**src/rtl/keypad_pkg.sv**
```systemverilog
// Shared types and helpers for the 4x4 keypad scanner.
// Geometry is fixed to a 4x4 membrane pad; the row FSM walks the rows in order.
package keypad_pkg;

  localparam int ROWS  = 4;
  localparam int COLS  = 4;
  localparam int NKEYS = ROWS * COLS;

  typedef enum logic [1:0] {
    ROW0,
    ROW1,
    ROW2,
    ROW3
  } row_state_t;

  // Bit position of a key in the flattened key image.
  function automatic int key_idx(input int row, input int col);
    return row * COLS + col;
  endfunction

endpackage

```
**src/rtl/sync2.sv**
```systemverilog
// Two-flop synchronizer for a bus of independent asynchronous inputs.
// Both flops reset to RST_VAL so the output never shows a spurious value out of reset.
module sync2 #(
  parameter int               WIDTH   = 1,
  parameter logic [WIDTH-1:0] RST_VAL = '0
) (
  input  logic             clk,
  input  logic             rst_n,
  input  logic [WIDTH-1:0] d,
  output logic [WIDTH-1:0] q
);

  logic [WIDTH-1:0] meta;

  // NOTE: sequential state uses non-blocking assignments so every flop samples
  // the pre-edge value of its source; blocking here would collapse the two stages.
  always_ff @(posedge clk or negedge rst_n) begin
    if (!rst_n) begin
      meta <= RST_VAL;
      q    <= RST_VAL;
    end else begin
      meta <= d;
      q    <= meta;
    end
  end

endmodule

```
**src/rtl/keypad_scan.sv**
```systemverilog
// 4x4 matrix keypad scanner: drives one row low at a time, samples the columns,
// and debounces the whole 16-key image before publishing it with a new-press strobe.
module keypad_scan
  import keypad_pkg::*;
#(
  parameter int SCAN_DIV        = 1000,
  parameter int DEBOUNCE_FRAMES = 4
) (
  input  logic             clk,
  input  logic             rst_n,
  output logic [ROWS-1:0]  row_o,
  input  logic [COLS-1:0]  col_i,
  output logic [NKEYS-1:0] key,
  output logic             press
);

  localparam int DIV_W = (SCAN_DIV > 1) ? $clog2(SCAN_DIV) : 1;
  localparam int CNT_W = $clog2(DEBOUNCE_FRAMES + 1);

  localparam logic [DIV_W-1:0] DIV_LAST = DIV_W'(SCAN_DIV - 1);
  localparam logic [CNT_W-1:0] CNT_MAX  = CNT_W'(DEBOUNCE_FRAMES);
  localparam logic [CNT_W-1:0] CNT_ONE  = CNT_W'(1);
  localparam logic [ROWS-1:0]  ROW_ONE  = ROWS'(1);

  // ---------------------------------------------------------------------------
  // Column synchronizer; released columns read high, so reset to all-ones.
  // ---------------------------------------------------------------------------
  logic [COLS-1:0] col_sync;
  logic [COLS-1:0] col_hit;

  sync2 #(
    .WIDTH  (COLS),
    .RST_VAL({COLS{1'b1}})
  ) u_col_sync (
    .clk  (clk),
    .rst_n(rst_n),
    .d    (col_i),
    .q    (col_sync)
  );

  assign col_hit = ~col_sync;

  // ---------------------------------------------------------------------------
  // Row FSM
  // ---------------------------------------------------------------------------
  row_state_t       state;
  row_state_t       next_state;
  logic [ROWS-1:0]  row_next;
  logic [DIV_W-1:0] div;
  logic             sample;

  assign sample = (div == DIV_LAST);

  always_ff @(posedge clk or negedge rst_n) begin
    if (!rst_n) begin
      state <= ROW0;
      row_o <= 4'b1110;
    end else begin
      state <= next_state;
      // Registered so the row drive never glitches while the state decodes.
      row_o <= row_next;
    end
  end

  // NOTE: every combinational output gets a default before the case so no path
  // leaves it unassigned, which would otherwise infer a latch.
  always_comb begin
    next_state = state;
    if (sample) begin
      unique case (state)
        ROW0: next_state = ROW1;
        ROW1: next_state = ROW2;
        ROW2: next_state = ROW3;
        ROW3: next_state = ROW0;
        default: next_state = ROW0;
      endcase
    end
    row_next = ~(ROW_ONE << next_state);
  end

  // ---------------------------------------------------------------------------
  // Frame assembly and debounce
  // ---------------------------------------------------------------------------
  logic [NKEYS-1:0] frame;
  logic [NKEYS-1:0] frame_now;
  logic [NKEYS-1:0] last_frame;
  logic [CNT_W-1:0] stable_cnt;
  logic [CNT_W-1:0] cnt_next;
  logic             frame_end;
  logic             commit;

  // Frame image with the row being sampled this cycle already merged in, so the
  // ROW3 columns take part in the end-of-frame comparison.
  always_comb begin
    frame_now = frame;
    frame_now[key_idx(int'(state), 0) +: COLS] = col_hit;
  end

  always_comb begin
    if (frame_now != last_frame) begin
      cnt_next = CNT_ONE;
    end else if (stable_cnt == CNT_MAX) begin
      cnt_next = CNT_MAX;
    end else begin
      cnt_next = stable_cnt + 1'b1;
    end
  end

  assign frame_end = sample && (state == ROW3);
  assign commit    = frame_end && (cnt_next == CNT_MAX);

  // NOTE: all of this is control state, so every register is reset; an
  // unreset frame would leak a stale partial image into the first comparison.
  always_ff @(posedge clk or negedge rst_n) begin
    if (!rst_n) begin
      div        <= '0;
      frame      <= '0;
      last_frame <= '0;
      stable_cnt <= '0;
      key        <= '0;
      press      <= 1'b0;
    end else begin
      press <= 1'b0;
      if (sample) begin
        div   <= '0;
        frame <= frame_now;
      end else begin
        div <= div + 1'b1;
      end
      if (frame_end) begin
        last_frame <= frame_now;
        stable_cnt <= cnt_next;
      end
      if (commit) begin
        key   <= frame_now;
        // Only newly set bits count; releases and re-commits of a held image are silent.
        press <= |(frame_now & ~key);
      end
    end
  end

endmodule

```
**config.mk**
```make
export PLATFORM = sky130hd
export DESIGN_NAME = keypad_scan
export DESIGN_NICKNAME = d
export VERILOG_FILES = /design/src/rtl/keypad_pkg.sv /design/src/rtl/sync2.sv /design/src/rtl/keypad_scan.sv
export SDC_FILE = /design/constraint.sdc
export NUM_CORES = 1
export LEC_CHECK = 0
export BUFFER_PORTS_ARGS = -buffer_cell sky130_fd_sc_hd__buf_2
export CAP_MARGIN = 5
export CORE_ASPECT_RATIO = 2
export CORE_UTILIZATION = 50
export CTS_CLUSTER_SIZE = 8
export DETAILED_ROUTE_END_ITERATION = 12
export PLACE_DENSITY_LB_ADDON = 0.25
export SLEW_MARGIN = 5
export SYNTH_ARGS = -nofsm -noshare
export SYNTH_HDL_FRONTEND = slang
export SYNTH_SLANG_ARGS = --single-unit
```
**constraint.sdc**
```tcl
create_clock -name clk -period 3.8 [get_ports clk]
set_clock_uncertainty 0.2 [all_clocks]
set_input_delay 0.76 -clock clk [delete_from_list [all_inputs] [get_ports clk]]
set_output_delay 0.76 -clock clk [all_outputs]
set_load 0.005 [all_outputs]
```
==> summary.txt, run 1 <==
status: finished clean
CP arrival: 3.32 ns
clk slew on worst S/H paths: 0.06 ns
Final ANT Viol Nets: 0
Clock Latency Late Sink: 0.33 ns
setup violators final: 0
Hold Path Class: reg2reg
Crit-path slowest cell: nor4b_1
Worst setup SP type: register
Crit. End Element: register
vias: 2866
Post-synth EDFFs: 0
fraction of layout cells with a size suffix above 1: 18.2%
post-CTS sizing: 0
Largest stage delay, worst path: 0.55 ns
Chip Width: 64.2 µm
Peak VDD IR: 468 µV
final hold violation count: 0
total core area: 7540 µm²
max-cap violations: 0
GPL Wtd Cong: 0.942
Remaining Overflow, GRT: 0
clk buf depth: 2
Hold Crit Start: u_col_sync.meta[1]
Post-Syn Nets: 393
Critical Path Fanout Max: 15
routed length per instance: 17.6 µm
P_leak: 1.96 nW
R2R depth: 9
antenna violations before repair: 0
die area: 8110 µm²
post-CTS setup buffers: 0
fmax: 305 MHz
count of hold-fix buffers inserted at cts: 0
worst setup path startpoint: state[1]
max-slew violations: 0
fin crit share: 86.2%
io pins: 27
DRT iter0 DRCs: 116
vias per cell: 5.66
clock sinks: 76
Syn Area/Cell: 10.2 µm²
Mapped Cells: 378
nets: 422
DRC: 0
first-pass GRT wire length: 14800 µm
r2r startpoint: state[1]
port buffer count: 26
Async SR Flop Fraction: 100%
post-synth cell types: 55
TritonCTS clock tree: yes
Initial Utilization: 51.2%
Setup Crit Path Kind: reg2reg
largest net degree at the start of global routing: 77
hold path cells: 0
Fin Hold WS: 0.155 ns
RSZ-0062 raised after global routing: no
H-tree levels: 3
DRT Pass-1 Iters: 4
aggregate global-route resource usage: 24.9%
CP Data Required Time: 3.84 ns
row count: 45
total CTS buffers: 9
post-route core utilization: 59.4%
CP Cell Sequence: inv_1, ha_1, nor4b_1, xor2_1, a2111oi_2, o2111ai_2, nor4_4, buf_4, mux2i_1
Yosys reg bits: 76
Antenna Cells: 0
Seq/Total Area, Yosys: 49.6%
Rel. slew slack: 26.1%
Root Buffer: clkbuf_16
Synth Flop Type: dfrtp_1
wirelength, routed: 8900 µm
Setup Total Neg Slack: 0 ns
P&R area growth vs syn: 15.9%
worst slew pin tran: 1.11 ns
post-route minimum period: 3.28 ns
Synth Warn #: 0
Hold Crit Endpoint: u_col_sync.q[1]
reg2reg end: key[7]
Final HPWL DP: 6430 µm
Pwr per Cell Area: 436 nW/µm²
vias in the first global route: 2965
Synth Cell Area: 3860 µm²
worst reg-to-reg setup slack: 0.52 ns
Die Span Y: 126 µm
how the worst max path moves through the flow:
stage	to	depth (start not counted)
after floorplan	key[10]	11
after global placement	stable_cnt[0]	8
after detailed placement	key[7]	9
after CTS	key[7]	9
after global routing	key[7]	9
final	key[7]	9
per-layer routing:
metal  global-route usage, %  vias up  wire, µm
met2                    42.7       59      4750
met3                    5.58       25       229
met4                    17.8        0       579
met1                    26.2     1409      3350
met5                       0        -         0
li1                        -     1373         -
power breakdown:
group | switching, mW | leakage, nW | internal [mW]
sequential | 0.00485 | 1.01 | 0.818
clock | 0.324 | 0.186 | 0.773
combinational | 0.0248 | 0.762 | 0.0100
total | 0.353 | 1.96 | 1.60
worst max-delay path: cells and delay by family (launching register included):
| family | cells | cell delay, ns |
|---|---|---|
| AOI/OAI and AO/OA | 2 | 0.61 |
| xor gates and xnor gates | 1 | 0.15 |
| adders and majority gates | 1 | 0.35 |
| buffers and inverters | 2 | 0.36 |
| DFF | 1 | 0.41 |
| muxes | 1 | 0.24 |
| and+or+nand+nor | 2 | 0.87 |
per-stage QoR:
step / power (mW) / instance area (µm²) / setup WS (ns) / std cells
after floorplan: 0.849 / 3860 / 0.339 / 378
after global placement: 0.871 / 4090 / 0.709 / 490
after global routing: 2.01 / 4480 / 0.207 / 506
after detailed placement: 0.873 / 4090 / 0.526 / 490
final: 1.95 / 4480 / 0.525 / 506
after CTS: 1.98 / 4480 / 0.535 / 506
cells by family after synthesis:
group                    share of synthesized area (%)
AO/OA/AOI/OAI                                     12.9
XOR/XNOR                                          5.67
adder cells (fa/ha/maj)                           2.91
buffers and inverters                             4.60
flip-flops                                        49.6
multiplexers                                      7.12
AND/OR/NAND/NOR                                   17.2
sequential cells by signal, summed over array words and instances, names as in the netlist:
signal	cells
state	2
div	10
key	16
frame	16
last_frame	16
press	1
u_col_sync.q	4
row_o	4
stable_cnt	3
u_col_sync.meta	4
cell usage after synthesis (5+ instances only):
cell type  instances  area [µm²]
a21oi_1           21         105
a31oi_1            8        50.1
clkbuf_1          10        37.5
dfrtp_1           65        1630
dfstp_2           11         289
ha_1               9         113
inv_1             24        90.1
mux2i_1           23         230
nand2_1           38         143
nand3_1            6        30.0
nor2_1            29         109
nor2b_1           11        68.8
o21ai_0           25         125
o22ai_1           10        62.6
or3_1              5        31.3
xnor2_1           17         149
xor2_1             8        70.1
final cells by class:
cell class / instances / area (µm²)
repair buffers: 33 / 185
clock buffers: 9 / 225
inverters: 25 / 93.8
multi-input cells: 262 / 1780
clock inverters: 7 / 163
fillers: 665 / 3060
flip-flops and latches: 76 / 1920
well taps: 94 / 118
cells in the final DEF, fill, tap and decap left out, types with 3 or more instances in the layout:
cell and n:
or3_1 5, nor2_1 29, a21oi_1 21, xnor2_1 17, o21ai_0 25, buf_4 8
dfstp_2 11, nand3_1 6, buf_2 25, a31oi_1 8, xor2_1 8, clkbuf_16 9
bufinv_16 5, ha_1 9, nand4b_1 3, o22ai_1 10, nor3_1 3, mux2i_1 23
nand2_1 38, dfrtp_1 65, nor4b_1 4, nor2b_1 11, inv_1 24
Power figures use the tool's default switching activity.
==> run 2, diff against run 1 <==
--- a/config.mk
+++ b/config.mk
@@ -5,6 +5,7 @@
 export SDC_FILE = /design/constraint.sdc
 export NUM_CORES = 1
 export LEC_CHECK = 0
+export ABC_AREA = 1
 export BUFFER_PORTS_ARGS = -buffer_cell sky130_fd_sc_hd__buf_2
 export CAP_MARGIN = 5
 export CORE_ASPECT_RATIO = 2
==> run 2 against run 1 <==
Count of clock-buffer cells in the layout grew 2. Sequential power is essentially flat. Non-clock buffer count shrank 4. Core utilization shrank 0.66 points. Largest power group unchanged.
==> summary.txt, run 2 <==
Crit. End Element: register
Critical Path Fanout Max: 14 (-1)
CP arrival: 3.38 ns (+0.06 ns)
synth top area cells: dfrtp_1 44%, nand2_1 16%, dfstp_2 7.8%
port buffer count: 26 (unchanged)
Pwr per Cell Area: 427 nW/µm² (-2.1%)
fin area: 4240 µm² (-5.5%)
vias per cell: 5.16 (-8.9%)
vias in the first global route: 3062 (+3.3%)
Async SR Flop Fraction: 100% (unchanged)
setup violators final: 0 (unchanged)
status: finished clean
Final ANT Viol Nets: 0 (unchanged)
post-CTS sizing: 0 (unchanged)
final setup margin: 0.499 ns (-0.0261 ns)
first-pass GRT wire length: 14600 µm (-1.3%)
Worst setup SP type: register
Crit-path slowest cell: dfrtp_1
wirelength, routed: 8930 µm (+0.34%)
Worst path most repeated cell: nand2_1
GPL Wtd Cong: 0.903 (-4.2%)
worst slew pin tran: 0.928 ns (-0.181 ns)
Largest stage delay, worst path: 0.61 ns (+0.06 ns)
mux cell area share after synthesis: 0% (-7.1 points)
Setup Total Neg Slack: 0 ns (unchanged)
post-synth cell types: 26 (-53%)
Clock Latency Late Sink: 0.34 ns (about the same)
Fin Hold WS: 0.155 ns (-0.000215 ns)
count of hold-fix buffers inserted at cts: 0 (unchanged)
Rel. slew slack: 38.2% (+12 points)
total core area: 7210 µm² (-4.4%)
fin crit share: 86.9% (+0.69 points)
largest registers: frame x16, key x16, last_frame x16
TritonCTS clock tree: yes
count leader, synth: nand2_1
post-CTS setup buffers: 0 (unchanged)
Mapped Cells: 461 (+22%)
Antenna Cells: 0 (unchanged)
largest net degree at the start of global routing: 77 (unchanged)
sequential power share: 45.4% (+3.3 points)
synth cell count leaders: 156 x nand2_1, 65 x dfrtp_1, 54 x inv_1
DRT Pass-1 Iters: 4 (unchanged)
combinational power share: 1.7% (about the same)
cell taking the most area after synthesis: dfrtp_1
Yosys reg bits: 76 (unchanged)
simple-gate share of the synthesized area: 30.0% (+13 points)
Synth Warn #: 0 (unchanged)
Hold Path Class: reg2reg
clock sinks: 76 (unchanged)
CP Data Required Time: 3.88 ns (+0.04 ns)
die area: 7760 µm² (-4.3%)
placed inst area: 3900 µm² (-4.6%)
final hold violation count: 0 (unchanged)
fmax: 303 MHz (-0.79%)
DRC: 0 (unchanged)
post-synth top area share: 44.0% (+1.9 points)
Post-Syn Nets: 476 (+21%)
main combinational cell family by area after synthesis: simple AND/OR/NAND/NOR gates
Remaining Overflow, GRT: 0 (unchanged)
Seq/Total Area, Yosys: 51.8% (+2.3 points)
antenna violations before repair: 0 (unchanged)
Post-synth EDFFs: 0 (unchanged)
Setup Crit Path Kind: reg2reg
routed length per instance: 15.2 µm (-14%)
Chip Width: 62.8 µm (-2.1%)
clk slew on worst S/H paths: 0.06 ns (about the same)
Design Power: 1.81 mW (-7.5%)
clk buf depth: 2 (unchanged)
H-tree levels: 3 (unchanged)
worst path bufs/invs: 2 (unchanged)
Adder-Cell Fraction of Synth Area: 3.05% (+0.13 points)
max-slew violations: 0 (unchanged)
P_leak: 2.23 nW (+14%)
fraction of layout cells with a size suffix above 1: 15.2% (-3.1 points)
internal power: 1.46 mW (-8.6%)
Initial Utilization: 51.2% (about the same)
Synth Flop Type: dfrtp_1
Synth Cell Area: 3700 µm² (-4.4%)
xor and xnor area share after synthesis: 0.711% (-5.0 points)
DRT iter0 DRCs: 207 (+78%)
Peak VDD IR: 251 µV (-46%)
P&R area growth vs syn: 14.6%
Die Span Y: 124 µm (-2.2%)
CP Cell Sequence: inv_1, ha_1, nor2_2, nand2_1, nand2_2, nand2_1, nand2_1, nor2_1, nand2_1, nor2_1, nand3_1, nor2_4, buf_4, nand3_1, nand2_1
io pins: 27 (unchanged)
aggregate global-route resource usage: 25.9% (+1.0 points)
max-cap violations: 0 (unchanged)
Root Buffer: clkbuf_16
post-route minimum period: 3.30 ns (+0.0261 ns)
delay-heaviest family, CP: simple AND/OR/NAND/NOR gates
nets: 505 (+20%)
most common cell after layout, fill and taps aside: nand2_1
switching share of power: 19.1% (+1.0 points)
vias: 3030 (+5.7%)
row count: 44 (-2.2%)
switching pwr: 345 µW (-2.3%)
Clk network pwr share: 53.0% (-3.1 points)
dpl ws: 0.540 ns (+0.0144 ns)
most frequent cells in the layout: 156 x nand2_1, 65 x dfrtp_1, 54 x inv_1, 47 x nand3_1, 36 x o21ai_0
Final HPWL DP: 6580 µm (+2.3%)
RSZ-0062 raised after global routing: no
Syn Area/Cell: 8.02 µm² (-22%)
total CTS buffers: 9 (unchanged)
complex-gate fraction of the synthesized area: 7.01% (-5.9 points)
[run 2: cell count changes in the layout (fill, tap and decap cells not counted), sizes merged, moves of 17 or more]
cell,delta
nand2,+124
nand3,+40
inv,+31
mux2i,-25
a21oi,-18
xnor2,-17
[run 2: cell type report]
class | instances | area, µm²
Clock inverter | 5 | 100
Sequential cell | 76 | 1920
Multi-Input combinational cell | 318 | 1510
Clock buffer | 11 | 233
Tap cell | 92 | 115
Inverter | 56 | 210
Fill cell | 671 | 2980
Timing Repair Buffer | 29 | 155
[run 2: final timing paths]
kind	endpoint	depth (start not counted)	slack [ns]	from
max in group asynchronous	key[6]	1	2.43	rst_n
setup reg to reg	key[12]	15	0.50	state[0]
hold / removal	u_col_sync.q[3]	0	0.16	u_col_sync.meta[3]
hold reg to reg	u_col_sync.q[3]	0	0.16	u_col_sync.meta[3]
min in group asynchronous	row_o[0]	1	0.35	rst_n
setup / recovery	key[12]	15	0.50	state[0]
[run 2: kinds of logic (layout without fill, tap and decap cells)]
group,after synthesis,after routing
compound gates,49,49
fa+ha+maj,9,9
xor+xnor,3,3
buf+inv,67,101
flops,76,76
simple gates,257,257
[run 2: power by group through the flow]
stage	logic, mW	clock network (mW)	registers [mW]
after floorplan	0.00884	0	0.833
after global placement	0.0312	0	0.834
after detailed placement	0.0314	0	0.834
after CTS	0.0317	0.965	0.820
after global routing	0.0362	1.00	0.820
final	0.0301	0.958	0.820
[run 2: worst register-to-register path, cell delays in order, from the launching register on]
cell and delay (ns):
dfrtp_1 0.61, inv_1 0.20, ha_1 0.45, nor2_2 0.08, nand2_1 0.12, nand2_2 0.11
nand2_1 0.09, nand2_1 0.08, nor2_1 0.14, nand2_1 0.08, nor2_1 0.19, nand3_1 0.19
nor2_4 0.28, buf_4 0.23, nand3_1 0.11, nand2_1 0.09
[run 2: routing by layer]
layer / GRT usage (%) / vias up / share of wire [%]
met4: 19.3 / 0 / 6.1
met5: 0 / - / 0
met3: 4.95 / 26 / 2.4
met1: 25.6 / 1435 / 37
li1: - / 1509 / -
met2: 47.4 / 60 / 54
[run 2: per-stage QoR]
step | std cells | util (%)
2_1_floorplan | 461 | -
3_3_place_gp | 571 | 54.1
3_5_place_dp | 571 | 54.1
4_1_cts | 587 | 58.7
5_1_grt | 587 | 58.7
6_report | 587 | 58.7
==> run 3, diff against run 2 <==
--- a/config.mk
+++ b/config.mk
@@ -9,7 +9,7 @@
 export BUFFER_PORTS_ARGS = -buffer_cell sky130_fd_sc_hd__buf_2
 export CAP_MARGIN = 5
 export CORE_ASPECT_RATIO = 2
-export CORE_UTILIZATION = 50
+export CORE_UTILIZATION = 55
 export CTS_CLUSTER_SIZE = 8
 export DETAILED_ROUTE_END_ITERATION = 12
 export PLACE_DENSITY_LB_ADDON = 0.25
==> run 3 against run 2 <==
Worst hold slack about the same. Setup slack got worse by 0.063 ns. Cell area decreased by 0.89%. Core utilization increased by 6.7 points. Sequential cell count unchanged. Die area decreased by 8.9%. Maximum frequency decreased by 1.9%. Routed wire length decreased by 5.2%. Critical path depth increased by 1. Power decreased by 7.1%. Largest power group unchanged. Highest routed layer unchanged.
==> summary.txt, run 3 (synthesized netlist as in run 2, its figures left out) <==
P&R area growth vs syn: 13.6%
clk slew on worst S/H paths: 0.06 ns (about the same)
CP Cell Sequence: inv_1, ha_1, nand2_1, inv_2, nand3_1, nand2_1, nand2_1, nand2_1, nor2_1, nand2_1, nor2_1, nand3_1, nor2_4, nand2_4, nand2_1, nand2_1
reg2reg end: key[5]
fraction of layout cells with a size suffix above 1: 15.6% (+0.40 points)
Crit-path slowest cell: dfrtp_1
io pins: 27 (unchanged)
Chip Width: 60.0 µm (-4.5%)
status: finished clean
Final ANT Viol Nets: 0 (unchanged)
GPL Wtd Cong: 0.907 (+0.40%)
post-CTS sizing: 0 (unchanged)
Critical Path Sink: key[5]
Worst path most repeated cell: nand2_1
Antenna Cells: 0 (unchanged)
first-pass GRT wire length: 14000 µm (-4.0%)
largest net degree at the start of global routing: 46 (-40%)
Crit. End Element: register
clock sinks: 76 (unchanged)
post-CTS setup buffers: 0 (unchanged)
DRT Pass-1 Iters: 4 (unchanged)
Peak VDD IR: 284 µV (+13%)
Root Buffer: clkbuf_16
Final HPWL DP: 6180 µm (-6.1%)
H-tree levels: 3 (unchanged)
most frequent cells in the layout: 156 x nand2_1, 65 x dfrtp_1, 54 x inv_1, 47 x nand3_1, 36 x o21ai_0
CP arrival: 3.39 ns (about the same)
largest registers: frame x16, key x16, last_frame x16
Largest stage delay, worst path: 0.60 ns (about the same)
final hold violation count: 0 (unchanged)
max-slew violations: 0 (unchanged)
TritonCTS clock tree: yes
die area: 7070 µm² (-8.9%)
Remaining Overflow, GRT: 0 (unchanged)
antenna violations before repair: 0 (unchanged)
Setup Total Neg Slack: 0 ns (unchanged)
Clock Latency Late Sink: 0.34 ns (about the same)
DRT iter0 DRCs: 212 (+2.4%)
Worst setup SP type: register
Design Power: 1.68 mW (-7.1%)
setup violators final: 0 (unchanged)
Pwr per Cell Area: 400 nW/µm² (-6.2%)
port buffer count: 26 (unchanged)
post-route minimum period: 3.36 ns (+0.0634 ns)
aggregate global-route resource usage: 27.4% (+1.4 points)
worst reg-to-reg setup slack: 0.44 ns (-0.06 ns)
count of hold-fix buffers inserted at cts: 0 (unchanged)
nets: 505 (unchanged)
fmax: 297 MHz (-1.9%)
row count: 41 (-6.8%)
Rel. slew slack: 52.8% (+15 points)
worst setup path startpoint: state[0]
Die Span Y: 118 µm (-4.6%)
wirelength, routed: 8460 µm (-5.2%)
Setup Crit Path Kind: reg2reg
CP Data Required Time: 3.83 ns (-0.05 ns)
worst slew pin tran: 0.707 ns (-0.220 ns)
vias in the first global route: 3000 (-2.0%)
vias per cell: 5.28 (+2.2%)
Critical Path Fanout Max: 17 (+3)
max-cap violations: 0 (unchanged)
most common cell after layout, fill and taps aside: nand2_1
R2R depth: 16 (+1)
clk buf depth: 2 (unchanged)
total core area: 6410 µm² (-11%)
RSZ-0062 raised after global routing: no
P_leak: 2.21 nW (-1.0%)
DRC: 0 (unchanged)
Initial Utilization: 57.6% (+6.4 points)
post-route insts no fill: 581 (-1.0%)
vias: 3066 (+1.2%)
r2r startpoint: state[0]
routed length per instance: 14.6 µm (-4.3%)
total CTS buffers: 9 (unchanged)
fin crit share: 88.5% (+1.7 points)
Hold Path Class: reg2reg
placed cell count: 565 (-1.1%)
run 3: cell count changes in the layout (fill, tap and decap cells not counted):
cell / change
clkbuf_1: -2
clkinv_2: +1
bufinv_16: -2
buf_2: +1
buf_12: +1
buf_4: -2
clkinvlp_4: +3
run 3: worst max-delay path, delay by kind of cell, from the launching register on:
family	cells	cell delay (ns)
AND/OR/NAND/NOR	13	1.80
flip-flops	1	0.60
adder cells (fa/ha/maj)	1	0.42
buffers and inverters	2	0.24
run 3: power breakdown:
group	switching [mW]	internal (mW)
sequential	0.00205	0.818
clock	0.325	0.504
combinational	0.0245	0.00734
run 3: area by class of cell:
cell class,instances,area [µm²]
well taps,86,108
flip-flops and latches,76,1920
clock inverters,7,67.6
fillers,565,2210
clock buffers,9,225
repair buffers,29,165
inverters,56,210
multi-input cells,318,1510
run 3: how the worst min path moves through the flow:
| stage | from | endpoint | slack (ns) | depth (start not counted) |
|---|---|---|---|---|
| floorplan | u_col_sync.meta[0] | u_col_sync.q[0] | 0.15 | 0 |
| global route | u_col_sync.meta[2] | u_col_sync.q[2] | 0.16 | 0 |
| detailed placement | u_col_sync.meta[2] | u_col_sync.q[2] | 0.15 | 0 |
| global placement | u_col_sync.meta[2] | u_col_sync.q[2] | 0.15 | 0 |
| finish | u_col_sync.meta[2] | u_col_sync.q[2] | 0.16 | 0 |
| CTS | u_col_sync.meta[2] | u_col_sync.q[2] | 0.16 | 0 |
run 3: stage by stage:
step | instance area [µm²] | worst slack, ns | hold WS (ns) | util, %
after floorplan | 3700 | 1.28 | 0.145 | -
after global placement | 3910 | 0.543 | 0.146 | 60.9
after detailed placement | 3910 | 0.464 | 0.147 | 60.9
after CTS | 4200 | 0.452 | 0.156 | 65.5
after global routing | 4200 | 0.109 | 0.156 | 65.5
final | 4200 | 0.435 | 0.155 | 65.5
run 3: routing by layer:
layer / global-route usage, % / share of wire [%]
met4: 18.0 / 5.5
met1: 30.2 / 37
met2: 44.6 / 54
met5: 0 / 0
met3: 6.48 / 3.6
